**config.mk**
```make
export PLATFORM = sky130hd
export DESIGN_NAME = serial_word_loader
export DESIGN_NICKNAME = d
export VERILOG_FILES = /design/src/rtl/loader_pkg.sv /design/src/rtl/sync_debounce.sv /design/src/rtl/serial_word_loader.sv
export SDC_FILE = /design/constraint.sdc
export NUM_CORES = 1
export LEC_CHECK = 0
export CORE_UTILIZATION = 35
export DETAILED_ROUTE_END_ITERATION = 8
export GPL_ROUTABILITY_DRIVEN = 1
export PLACE_DENSITY_LB_ADDON = 0.08
export REMOVE_ABC_BUFFERS = 1
export SLEW_MARGIN = 20
export SYNTH_ARGS = -nofsm -noshare
export SYNTH_HDL_FRONTEND = slang
export SYNTH_SLANG_ARGS = --single-unit
export TNS_END_PERCENT = 30
```
**constraint.sdc**
```tcl
create_clock -name clock -period 2 [get_ports clock]
set_clock_uncertainty 0.1 [all_clocks]
set_input_delay 0.2 -clock clock [delete_from_list [all_inputs] [get_ports clock]]
set_output_delay 0.2 -clock clock [all_outputs]
set_load 0.01 [all_outputs]
```
**src/rtl/loader_pkg.sv**
```systemverilog
// rtl/loader_pkg.sv - shared mode and FSM state types for the serial word loader
package loader_pkg;

   // Operation selected by the mode switches, acted on once per press
   typedef enum logic [1:0] {
      MODE_IDLE  = 2'b00,
      MODE_KEY   = 2'b01,
      MODE_TEXT  = 2'b10,
      MODE_CLEAR = 2'b11
   } mode_e;

   // Press-handling FSM: one SHIFT cycle per debounced press
   typedef enum logic [1:0] {
      IDLE         = 2'b00,
      SHIFT        = 2'b01,
      WAIT_RELEASE = 2'b10
   } state_e;

endpackage

```
**src/rtl/sync_debounce.sv**
```systemverilog
// rtl/sync_debounce.sv - input synchronizers and optional ready debounce (SERIAL_WORD_LOADER_DEBOUNCE_EN)
module sync_debounce #(
   parameter int DEBOUNCE_CYCLES = 4
) (
   input  logic clock,
   input  logic reset,
   input  logic ready,
   input  logic in_bit,
   output logic ready_db,
   output logic bit_s
);

   logic [1:0] ready_sync;
   logic [1:0] bit_sync;
   logic       ready_s;

   // Two-flop synchronizers for both asynchronous switch inputs
   always_ff @(posedge clock) begin
      if (reset) begin
         ready_sync <= 2'b00;
         bit_sync   <= 2'b00;
      end else begin
         ready_sync <= {ready_sync[0], ready};
         bit_sync   <= {bit_sync[0], in_bit};
      end
   end

   assign ready_s = ready_sync[1];
   assign bit_s   = bit_sync[1];

   // A debounce length below one cycle has no meaning; nothing is built for it
   if (DEBOUNCE_CYCLES < 1) begin : g_invalid_debounce
   end

`ifdef SERIAL_WORD_LOADER_DEBOUNCE_EN

   localparam int DEB_W = (DEBOUNCE_CYCLES > 1) ? $clog2(DEBOUNCE_CYCLES) : 1;

   logic [DEB_W-1:0] deb_count;
   logic             ready_q;

   // ready_q only follows ready_s after it has differed for DEBOUNCE_CYCLES cycles in a row
   always_ff @(posedge clock) begin
      if (reset) begin
         deb_count <= '0;
         ready_q   <= 1'b0;
      end else if (ready_s != ready_q) begin
         if (deb_count == DEB_W'(DEBOUNCE_CYCLES - 1)) begin
            ready_q   <= ready_s;
            deb_count <= '0;
         end else begin
            deb_count <= deb_count + 1'b1;
         end
      end else begin
         deb_count <= '0;
      end
   end

   assign ready_db = ready_q;

`else

   // Clean stimulus source: the synchronized button is used as-is
   assign ready_db = ready_s;

`endif

endmodule

```
**src/rtl/serial_word_loader.sv**
```systemverilog
// rtl/serial_word_loader.sv - press-driven serial loader for key and text words (SERIAL_WORD_LOADER_DEBOUNCE_EN)
module serial_word_loader
   import loader_pkg::*;
#(
   parameter  int WIDTH           = 16,
   parameter  int DEBOUNCE_CYCLES = 4,
   localparam int CW              = $clog2(WIDTH + 1)
) (
   input  logic             clock,
   input  logic             reset,
   input  logic             in_bit,
   input  logic             ready,
   input  logic [1:0]       mode_sel,
   output logic [WIDTH-1:0] key,
   output logic [WIDTH-1:0] intxt,
   output logic [CW-1:0]    key_count,
   output logic [CW-1:0]    text_count,
   output logic             key_valid,
   output logic             intxt_valid,
   output logic             load_pulse
);

   localparam logic [CW-1:0] FULL = CW'(WIDTH);

   logic   ready_db;
   logic   bit_s;
   state_e state;

   sync_debounce #(
      .DEBOUNCE_CYCLES(DEBOUNCE_CYCLES)
   ) u_sync_debounce (
      .clock   (clock),
      .reset   (reset),
      .ready   (ready),
      .in_bit  (in_bit),
      .ready_db(ready_db),
      .bit_s   (bit_s)
   );

   // One action per debounced press; mode and data are sampled only in SHIFT
   always_ff @(posedge clock) begin
      if (reset) begin
         state      <= IDLE;
         key        <= '0;
         intxt      <= '0;
         key_count  <= '0;
         text_count <= '0;
         load_pulse <= 1'b0;
      end else begin
         load_pulse <= 1'b0;
         case (state)
            IDLE: begin
               if (ready_db) begin
                  state      <= SHIFT;
                  load_pulse <= 1'b1;
               end
            end
            SHIFT: begin
               state <= WAIT_RELEASE;
               case (mode_e'(mode_sel))
                  MODE_KEY: begin
                     key <= {key[WIDTH-2:0], bit_s};
                     if (key_count != FULL) key_count <= key_count + 1'b1;
                  end
                  MODE_TEXT: begin
                     intxt <= {intxt[WIDTH-2:0], bit_s};
                     if (text_count != FULL) text_count <= text_count + 1'b1;
                  end
                  MODE_CLEAR: begin
                     key        <= '0;
                     intxt      <= '0;
                     key_count  <= '0;
                     text_count <= '0;
                  end
                  default: begin
                  end
               endcase
            end
            WAIT_RELEASE: begin
               if (!ready_db) state <= IDLE;
            end
            default: state <= IDLE;
         endcase
      end
   end

   assign key_valid   = (key_count == FULL);
   assign intxt_valid = (text_count == FULL);

endmodule

```
; After elaboration in Yosys (flattened, before gate mapping)
; Cells that the tools add are included.
; W data, S select, Z words.
[word_totals]
out_inout_bits = 45
word_cells = 43
ram_bits = 0
latchBits = 0
rom_bits = 0
memories = 0
regBits = 49
[op_classes]
add_sub_neg = 2
magnitude_cmp = 0
n_shift = 0
n_mux = 10
reduce_logical = 9
bitwise = 1
div = 0
n_mul = 0
n_eq_ne = 13
[op_table]
columns = operator, count
row1 = $pmux W16 S2, 2
row2 = $pmux W5 S2, 2
row3 = $add A5 B1 Y5 const B, 2
row4 = $eq A5 B5 Y1 const B, 2
row5 = $mux W5, 2
row6 = $ne A5 B5 Y1 const B, 2
row7 = $eq A2 B2 Y1 const B, 3
row8 = $ne A2 B2 Y1 const B, 3
row9 = $pmux W2 S3, 1
row10 = $reduce_and A2 Y1, 3
row11 = $reduce_and A3 Y1, 2
row12 = $eq A2 B1 Y1 const B, 2
row13 = $mux W2, 2
row14 = $reduce_bool A2 Y1, 2
row15 = $logic_not A2 Y1, 1
row16 = $ne A2 B1 Y1 const B, 1
row17 = $reduce_or A2 Y1, 1
row18 = $mux W1, 1
row19 = $not A1 Y1, 1

; Logic depth before layout (Yosys ltp)
[logic_depth]
depth_word = 3
depth_mapped = 6

; Modules after synthesis
; From an unflattened synthesis, not the netlist that was laid out.
[hier_totals]
hier_cells = 232
hier_area_um2 = 2024.4
[modules_own_cells]
columns = module, seq_area_each_um2, instances, area_each_um2, cells_each
row1 = serial_word_loader, 900.9, 1, 1919.3, 224
row2 = sync_debounce, 80.1, 1, 105.1, 8

; Least setup slack after synthesis
; OpenSTA, ideal clock, no wires.
[synth_timing]
path_type = register to register
startpoint = register text_count[0]
endpoint = register text_count[2]
arrival_time_ns = 1.499
setup_ns = 0.070
period_less_slack_ns = 1.669
stages_incl_launch_ff = 6
slack_ns = 0.331
path_cell_list = dfxtp_1 -> inv_1 -> ha_1 -> and4bb_4 -> or4b_1 -> a21oi_1
[synth_between]
elab_chain_len = 3
elab_cells_between_ends = 6
[synth_lines]
columns = element, line
row1 = start: declaration, serial_word_loader.sv:17  ; output logic [CW-1:0] text_count,
row2 = start signal: assignment, serial_word_loader.sv:67  ; if (text_count != FULL) text_count <= text_count + 1'b1;
row3 = $add A5 B1 Y5 / $ne A5 B5 Y1 (equally long branches), serial_word_loader.sv:67
row4 = $mux W5 / $ne A2 B2 Y1 (equally long branches), -
row5 = $pmux W5 S2 / $reduce_and A3 Y1 (equally long branches), -
; Several ways; a longest one is shown, not always the timed one. The select of a mux whose other input is x is not followed.
; A chain may end at the register's enable or synchronous reset.

; Worst setup path in the final report
[layout_timing]
startpoint = register key_count[0]
endpoint = output key_valid
[layout_between]
elab_chain_len = 1
[layout_lines]
columns = element, line
row1 = start: declaration, serial_word_loader.sv:16  ; output logic [CW-1:0] key_count,
row2 = start signal: assignment, serial_word_loader.sv:63  ; if (key_count != FULL) key_count <= key_count + 1'b1;
row3 = $eq A5 B5 Y1, serial_word_loader.sv:87  ; assign key_valid = (key_count == FULL);
row4 = end: declaration, serial_word_loader.sv:18  ; output logic key_valid,
; Every way passes these cells.

==> metrics.md <==
| Metric | Value |
|---|---|
| Status | `complete, no violations` |
| Slew Viols, Final | `0` |
| FILL cells | `a little under 600` |
| Sequential cell area fraction in the yosys report | `0.483` |
| RSZ-0062 raised after global routing | `false` |
| GRT Residual Overflow | `0` |
| Worst path top cell family by delay | `flip-flops` |
| Fraction of registers with async set/reset | `0` |
| Max Cap Viol | `0` |
| Total setup buffers inserted after CTS | `0` |
| Starting density of the core | `0.366` |
| Tmin final | `around 1.7 ns` |
| Yosys top cell by area | `dfxtp_1` |
| Hold crit path type | `input port to flop` |
| Detailed router's first-iteration violation count | `slightly below 100` |
| Most common cell in the synthesized netlist | `dfxtp_1` |
| Overall Global Routing Usage | `0.155` |
| Num CTS Buffers | `5` |
| Die Span Y | `approximately 78 um` |
| DR WL/cell | `~13 um` |
| Post-layout util | `0.486` |
| Post-synthesis cell count | `233` |
| Crit path DAT | `approximately 1.5 ns` |
| Startpoint class of the critical path | `flop` |
| Highest Clock Rate | `573 MHz` |
| Synth top area cells | `dfxtp_1 48%, a21oi_1 9.6%, nand3_1 8.6%` |
| Via density | `5.05` |
| Critical Path RT | `1.70 ns` |
| Final hold vios | `0` |
| Ratio of cells with drive above 1 in the final layout | `0.0810` |
| Slowest cell on the critical path | `dfxtp_1` |
| Worst-Margin Slew | `~0.56 ns` |
| GP Congestion | `0.716` |
| Dpl cells | `348` |
| Yosys reg bits | `between 40 and 50` |
| Vias | `1798` |
| First-pass GRT wire length | `around 7.5 mm` |
| Final WS setup | `around 0.25 ns` |
| Leakage power | `approximately 0.94 nW` |
| Area Overhead vs Synth | `32.6%` |
| Synth cell types | `34` |
| # rows | `27` |
| Die Width | `slightly below 80 um` |
| Total wire length | `roughly 4.7 mm` |
| Post-DP Area | `roughly 2600 sq um` |
| Clk Latency, worst-skew pair | `around 0.30 ns` |
| Die area | `between 6000 and 7000 sq um` |
| Setup WS pre-CTS | `0.0988 ns` |
| Top_reg_cell synth | `dfxtp_1` |
| Worst IR drop on VDD | `between 0.0003 and 0.0004 V` |
| I/O pin total | `between 50 and 60` |
| CTS Buffer Depth | `2` |
| Endpoints failing setup | `0` |
| Hold Buf Count CTS | `0` |
| Synth Warn # | `0` |
| Number of global-route vias before repair | `about 1600` |
| Final nets | `just under 300` |
| CTS tree | `done` |
| Fin area | `between 2000 and 3000 sq um` |
| Area share of the largest cell type after synthesis | `0.483` |
| Post-Layout Cell Count | `roughly 360` |
| CTS Root Cell | `clkbuf_8` |
| CTS clk-pin slew, worst paths | `~0.09 ns` |
| Period Utilization, post-route | `0.873` |
| Pwr/cell area | `between 600 and 700 nW/um^2` |
| Dpl hpwl | `just over 3 mm` |
| Slowest stage delay, CP | `0.37 ns` |
| CP bufs+invs | `2` |
| Worst Setup Path Type | `flop to output pin` |
| Ant diodes | `0` |
| Critical path, cell by cell | `inv_1 > ha_1 > and4bb_4 > dlygate4sd2_1` |
| Post-synth EDFFs | `0` |
| Total negative slack | `0 ns` |
| CTS H-tree depth | `2` |
| Syn_area_per_cell | `8.71 sq um` |
| Synth top cells by count | `49 x dfxtp_1, 39 x a21oi_1, 35 x nand2_1, 35 x nand3_1` |
| Sinks on Clock Net | `a little under 50` |
| Antenna violations before repair | `0` |
| Drt pass-1 iters | `4` |
| Critical path endpoint category | `output pin` |
| Final hold slack | `0.287 ns` |
| PortBufs | `50` |
| Core area | `roughly 5500 sq um` |
| CP Max Fanout | `4` |
| Drt drc | `0` |
| ANT nets after route | `0` |
| Mapped cell area | `2030 sq um` |
| Largest net degree at the start of global routing | `31` |
| Pwr Total | `between 1.5 and 2 mW` |
| Max_slew headroom | `0.626` |
[path summary, 6_finish.rpt]
| kind | startpoint | endpoint | slack, ns | depth (start not counted) |
|---|---|---|---|---|
| worst min register to register | u_sync_debounce.ready_sync[0] | u_sync_debounce.ready_sync[1] | 0.35 | 1 |
| worst max register to register | key_count[0] | key_count[2] | 0.33 | 5 |
| worst min-delay path | reset | u_sync_debounce.ready_sync[0] | 0.29 | 2 |
| worst max-delay path | key_count[0] | key_valid | 0.25 | 4 |
[cell families (layout without fill, tap and decap cells)]
| kind of cell | count (synthesis) | in the layout | share of synthesized area |
|---|---|---|---|
| muxes | 2 | 2 | 0.00986 |
| and+or+nand+nor | 102 | 102 | 0.281 |
| adders and majority gates | 4 | 4 | 0.0247 |
| DFF | 49 | 49 | 0.483 |
| buffers and inverters | 25 | 76 | 0.0604 |
| AOI/OAI and AO/OA | 51 | 51 | 0.141 |
[report_power, final]
group / internal [mW] / total (mW) / switching [mW]
logic: 0.0319 / 0.0837 / 0.0518
clock network: 0.250 / 0.587 / 0.337
registers: 0.981 / 0.985 / 0.00440
total: 1.26 / 1.66 / 0.393
[cells in the final DEF (no fill, tap or decap), types with 3 or more instances in the layout]
cell	count
and3_1	3
inv_1	7
ha_1	4
buf_4	11
a21oi_1	39
nand2_1	35
nand3b_1	3
nand3_1	35
clkdlybuf4s50_1	47
a22o_1	3
dfxtp_1	48
nor2b_1	7
clkbuf_8	5
nand2b_1	4
[timing repair]
action / in CTS / in global routing
gates resized for setup: 1 / 2
setup endpoints to repair: 1 / 1
hold endpoints to repair: 0 / 0
[final cells by class]
class | count | area (sq um) | share of cell area
clock buffer | 6 | 72.6 | 0.0270
clock inverter | 2 | 13.8 | 0.00512
inverter | 7 | 26.3 | 0.00977
multi-input combinational | 159 | 926 | 0.344
sequential | 49 | 982 | 0.365
tap | 72 | 90.1 | 0.0335
timing repair buffer | 61 | 579 | 0.215
[state kept, by name (all words and copies together), names as in the netlist]
register	count
state	2
intxt	16
u_sync_debounce.bit_sync	2
load_pulse	1
text_count	5
key_count	5
key	16
u_sync_debounce.ready_sync	2
[layer usage]
| metal | wire, um | part of all wire | vias to the layer above | track usage |
|---|---|---|---|---|
| met5 | 0 | 0 | - | 0 |
| li1 | - | - | 910 | - |
| met3 | 190 | 0.041 | 7 | 0.0360 |
| met4 | 58 | 0.012 | 0 | 0.0556 |
| met1 | 2410 | 0.51 | 844 | 0.225 |
| met2 | 2030 | 0.43 | 37 | 0.222 |
[worst reg2reg max path, stage by stage, from the launching register on]
cell and delay, ns:
dfxtp_1 0.37, inv_1 0.08, ha_1 0.20, and4bb_4 0.22, or4b_1 0.49, a21oi_1 0.14
Power figures use the tool's default switching activity.
